[config.mk]
export PLATFORM = sky130hd
export DESIGN_NAME = product_accumulator
export DESIGN_NICKNAME = d
export VERILOG_FILES = /design/src/rtl/mult_pkg.sv /design/src/rtl/product_accumulator_sat_add.sv /design/src/rtl/product_accumulator.sv
export SDC_FILE = /design/constraint.sdc
export NUM_CORES = 1
export LEC_CHECK = 0
export ABC_CLOCK_PERIOD_IN_PS = 4960
export CAP_MARGIN = 5
export CORE_MARGIN = 4
export CORE_UTILIZATION = 45
export DETAILED_ROUTE_END_ITERATION = 12
export HOLD_SLACK_MARGIN = 0.12
export PLACE_DENSITY = 0.67
export SETUP_SLACK_MARGIN = 0.5
export SYNTH_ARGS = -nofsm -noshare
export SYNTH_HDL_FRONTEND = slang
export SYNTH_SLANG_ARGS = --single-unit
[constraint.sdc]
create_clock -name clk -period 4.96 [get_ports clk]
set_input_delay 0.992 -clock clk [delete_from_list [all_inputs] [get_ports clk]]
set_output_delay 0.992 -clock clk [all_outputs]
set_load 0.01 [all_outputs]
[src/rtl/mult_pkg.sv]
// Shared parameters and helpers for the multiplier datapath and its downstream stages.
// Pure declarations; no logic, latency or backpressure of its own.
package mult_pkg;

  localparam int PW_DEF    = 16;
  localparam int ACC_W_DEF = 18;
  localparam int LEN_DEF   = 4;

  // Width of a counter that walks 0..len-1.
  function automatic int cnt_w(input int len);
    return (len < 2) ? 1 : $clog2(len);
  endfunction

endpackage

[src/rtl/product_accumulator_sat_add.sv]
// Unsigned ACC_W + PW saturating adder; combinational, zero latency, no handshake.
// o_sat flags that the true sum exceeded 2^ACC_W-1 and o_sum was clamped.
module sat_add #(
  parameter int ACC_W = 18,
  parameter int PW    = 16
) (
  input  logic [ACC_W-1:0] i_acc,
  input  logic [PW-1:0]    i_prod,
  output logic [ACC_W-1:0] o_sum,
  output logic             o_sat
);

  logic [ACC_W:0] w_full;

  assign w_full = {1'b0, i_acc} + (ACC_W+1)'(i_prod);
  assign o_sat  = w_full[ACC_W];
  assign o_sum  = o_sat ? {ACC_W{1'b1}} : w_full[ACC_W-1:0];

endmodule

[src/rtl/product_accumulator.sv]
// Sums groups of LEN products into a saturating dot product; result visible 1 cycle after last beat.
// Input never stalls: a completed group that finds the result register still held is dropped and sets overrun.
module product_accumulator
  import mult_pkg::*;
#(
  parameter int PW    = PW_DEF,
  parameter int ACC_W = ACC_W_DEF,
  parameter int LEN   = LEN_DEF
) (
  input  logic             clk,
  input  logic             rst,
  input  logic             in_valid,
  input  logic [PW-1:0]    in_data,
  output logic             out_valid,
  input  logic             out_ready,
  output logic [ACC_W-1:0] out_data,
  output logic             out_ovf,
  output logic             overrun
);

  localparam int CW = cnt_w(LEN);
  localparam logic [CW-1:0] LAST_BEAT = CW'(LEN - 1);

  logic [CW-1:0]    r_cnt;
  logic [ACC_W-1:0] r_acc;
  logic             r_ovf;
  logic             r_out_valid;
  logic [ACC_W-1:0] r_out_data;
  logic             r_out_ovf;
  logic             r_overrun;

  logic [ACC_W-1:0] w_sum;
  logic             w_sat;
  logic             w_last;
  logic             w_grp_ovf;
  logic             w_consume;
  logic             w_can_load;

  sat_add #(
    .ACC_W (ACC_W),
    .PW    (PW)
  ) u_sat_add (
    .i_acc  (r_acc),
    .i_prod (in_data),
    .o_sum  (w_sum),
    .o_sat  (w_sat)
  );

  assign w_last     = in_valid && (r_cnt == LAST_BEAT);
  assign w_grp_ovf  = r_ovf | w_sat;
  assign w_consume  = r_out_valid && out_ready;
  // A held result may be replaced only in the same edge that hands it downstream.
  assign w_can_load = !r_out_valid || w_consume;

  always_ff @(posedge clk) begin
    if (rst) begin
      r_cnt       <= '0;
      r_acc       <= '0;
      r_ovf       <= 1'b0;
      r_out_valid <= 1'b0;
      r_out_data  <= '0;
      r_out_ovf   <= 1'b0;
      r_overrun   <= 1'b0;
    end else begin
      if (in_valid) begin
        if (w_last) begin
          r_cnt <= '0;
          r_acc <= '0;
          r_ovf <= 1'b0;
        end else begin
          r_cnt <= r_cnt + CW'(1);
          r_acc <= w_sum;
          r_ovf <= w_grp_ovf;
        end
      end

      if (w_last) begin
        if (w_can_load) begin
          r_out_valid <= 1'b1;
          r_out_data  <= w_sum;
          r_out_ovf   <= w_grp_ovf;
        end else begin
          r_overrun <= 1'b1;
        end
      end else if (w_consume) begin
        r_out_valid <= 1'b0;
      end
    end
  end

  assign out_valid = r_out_valid;
  assign out_data  = r_out_data;
  assign out_ovf   = r_out_ovf;
  assign overrun   = r_overrun;

endmodule

==> results.toml <==
[outcome]
status = "complete, no violations"

[sta]
max_slew.worst_pin.slew_ns = 0.708
setup_violations = 0
rsz0062_at_grt = "false"
finalCritPeriodShare_pct = 66.2
maxSlewViolCount = 0
setup_tns_ns = 0
skew_ns = 0.00584
period_needed_ns = 3.28
max-slew-margin-rel_pct = 52.6
fmax_mhz = 305
hold_viol = 0

[power_and_ir_drop]
power.total_w = 0.000929
p_switching_w = 0.000325
power_leakage_nw = 1.15
comb_power_share_pct = 34.1
switching_share_pct = 35.0
p_seq_share_pct = 40.7
intPower_w = 0.000604
vdd_drop_max_uv = 207
p_clk_share_pct = 25.2
powerDensity_nw_per_um2 = 311

[logic_synthesis]
syn_area_sq_um = 2480
synth_common_cells = "dfxtp_1, nor2_1, nand2_1"
synth-main-ff-cell = "dfxtp_1"
yosysTopAreaCell = "dfxtp_1"
synthCells = 297
synth.distinct_cells = 49
syn-num-nets = 335
ys_ff_latch = 42
syn_avg_cell_area_sq_um = 8.35
synth-edff-count = 0
yosys_warnings = 0
ys_seq_area_share_pct = 33.9
async_reset_ff_share_pct = 0
synth_top_area_share_pct = 33.9
synth_area_leaders = "dfxtp_1, ha_1, nor2_1, nand2_1, a21oi_1"

[cts]
postCtsHoldBufs = 0
cts_resized = 0
cts-buffers-inserted = 5
post_cts_buffers = 0
cts_num_sinks = 42
clk_latency_ns = 0.29
root_buffer = "clkbuf_8"
cts.htree.levels = 2
cts_tree = "yes"
ctsLongestPathBuffers = 2
clkSlewWorstSetupHoldPaths_ns = 0.08

[layout]
nets = 368
nFillCells = 495
final-seq-area_sq_um = 841
finalInstanceArea_sq_um = 2980
syn_to_final_growth_pct = 20.3
multi_input_area_sq_um = 1520
num_antenna_cells = 0
drive_above_1_share_pct = 8.76

[floorplanning]
io_pins = 41
die_h_um = 82.2
die-width_um = 82.2
die_area_sq_um = 6760
core_area_sq_um = 5240
rows = 26
start_util_pct = 47.3

[worst_setup_path]
rr_startpoint = "r_acc[0]"
worstPathArrival_ns = 3.46
cp-startpoint = "in_data[0]"
crit_required_ns = 5.14
cp_max_fo = 25
end_kind = "flop"
r2r_slack_ns = 2.48
crit_type = "in2reg"
start_kind = "input port"

[placed_design]
hpwl_mm = 4.43
gp_congestion = 0.874
portBuffers = 40
place_area_sq_um = 2890

[route]
via_per_inst = 5.64
drc = 0
finalWirelength_mm = 5.89
ant_nets = 0
wl_per_cell_um = 14.7
drt_first_pass_iters = 4
drtIter0Drc = 124
vias = 2263

[worst_hold_path]
hold_class = "reg2reg"
hold_start = "r_acc[4]"

[grt]
overflow = 0
grt_pass1_vias = 2163
grt_max_degree = 27
track_usage_pct = 19.2
antenna_found_initial = 0
grt_first_pass_wirelength_mm = 10.0

[flow_run]
drv_cap = 0
## stage by stage
stage | setup slack, ns | hold slack, ns | utilization (%) | std cells
after floorplan | 2.01 | 0.420 | - | 297
after global routing | 1.51 | 0.469 | 57.0 | 401
after global placement | 1.43 | 0.428 | 55.2 | 393
final | 1.68 | 0.441 | 57.0 | 401
after CTS | 1.67 | 0.445 | 57.0 | 401
after detailed placement | 1.36 | 0.433 | 55.2 | 393
## metal layers
layer	wire length (um)	track usage, %	vias up
li1	-	-	1145
met1	2740	25.3	1052
met2	2740	30.7	49
met3	238	3.25	17
met4	173	8.64	0
met5	0	0	-
## power by group through the flow
stage | Sequential (W) | Clock [W] | Combinational [W]
3_3_place_gp | 0.000386 | 0 | 0.000315
5_1_grt | 0.000382 | 0.000250 | 0.000354
6_report | 0.000378 | 0.000234 | 0.000317
3_5_place_dp | 0.000387 | 0 | 0.000315
2_1_floorplan | 0.000383 | 0 | 0.000244
4_1_cts | 0.000379 | 0.000240 | 0.000317
## registers in the layout (all words and copies together), names as in the netlist
register	cells
out_ovf	1
out_data	18
r_acc	18
r_ovf	1
out_valid	1
r_cnt	2
overrun	1
## placed cells by master (no fill, tap or decap), types with 8 or more instances in the layout
| master | count |
|---|---|
| a211oi_1 | 11 |
| a21oi_1 | 21 |
| clkdlybuf4s50_1 | 40 |
| dfxtp_1 | 42 |
| ha_1 | 17 |
| nand2_1 | 33 |
| nor2_1 | 42 |
| nor3_1 | 15 |
| o21ai_0 | 17 |
| xnor2_1 | 8 |
## cell families (layout without fill, tap and decap cells)
| logic type | after synthesis | in the layout | share of synthesized area, % |
|---|---|---|---|
| compound gates | 90 | 90 | 26.4 |
| fa+ha+maj | 18 | 18 | 9.38 |
| mux | 3 | 3 | 1.21 |
| flops | 42 | 42 | 33.9 |
| buf+inv | 21 | 55 | 4.69 |
| xor+xnor | 13 | 13 | 4.59 |
| simple gates | 110 | 110 | 19.8 |
## worst paths after layout
path	end	cells after the start
setup / recovery	r_acc[15]	9
hold / removal	r_acc[4]	2
setup reg to reg	r_acc[15]	8
hold reg to reg	r_acc[4]	2
## critical path: stages
cell	delay [ns]
clkdlybuf4s50_1	0.40
ha_1	0.23
fa_1	0.43
a211oi_2	0.31
o21ai_2	0.12
a22oi_2	0.27
a21oi_4	0.22
and2_1	0.23
a221o_1	0.26
## cell type report
type / count / area share (%)
clock buffer: 6 / 2.77
clock inverter: 2 / 0.419
inverter: 4 / 0.503
multi-input combinational: 234 / 51.0
sequential: 42 / 28.2
tap: 70 / 2.94
timing repair buffer: 43 / 14.2
(Power assumes the default switching activity.)
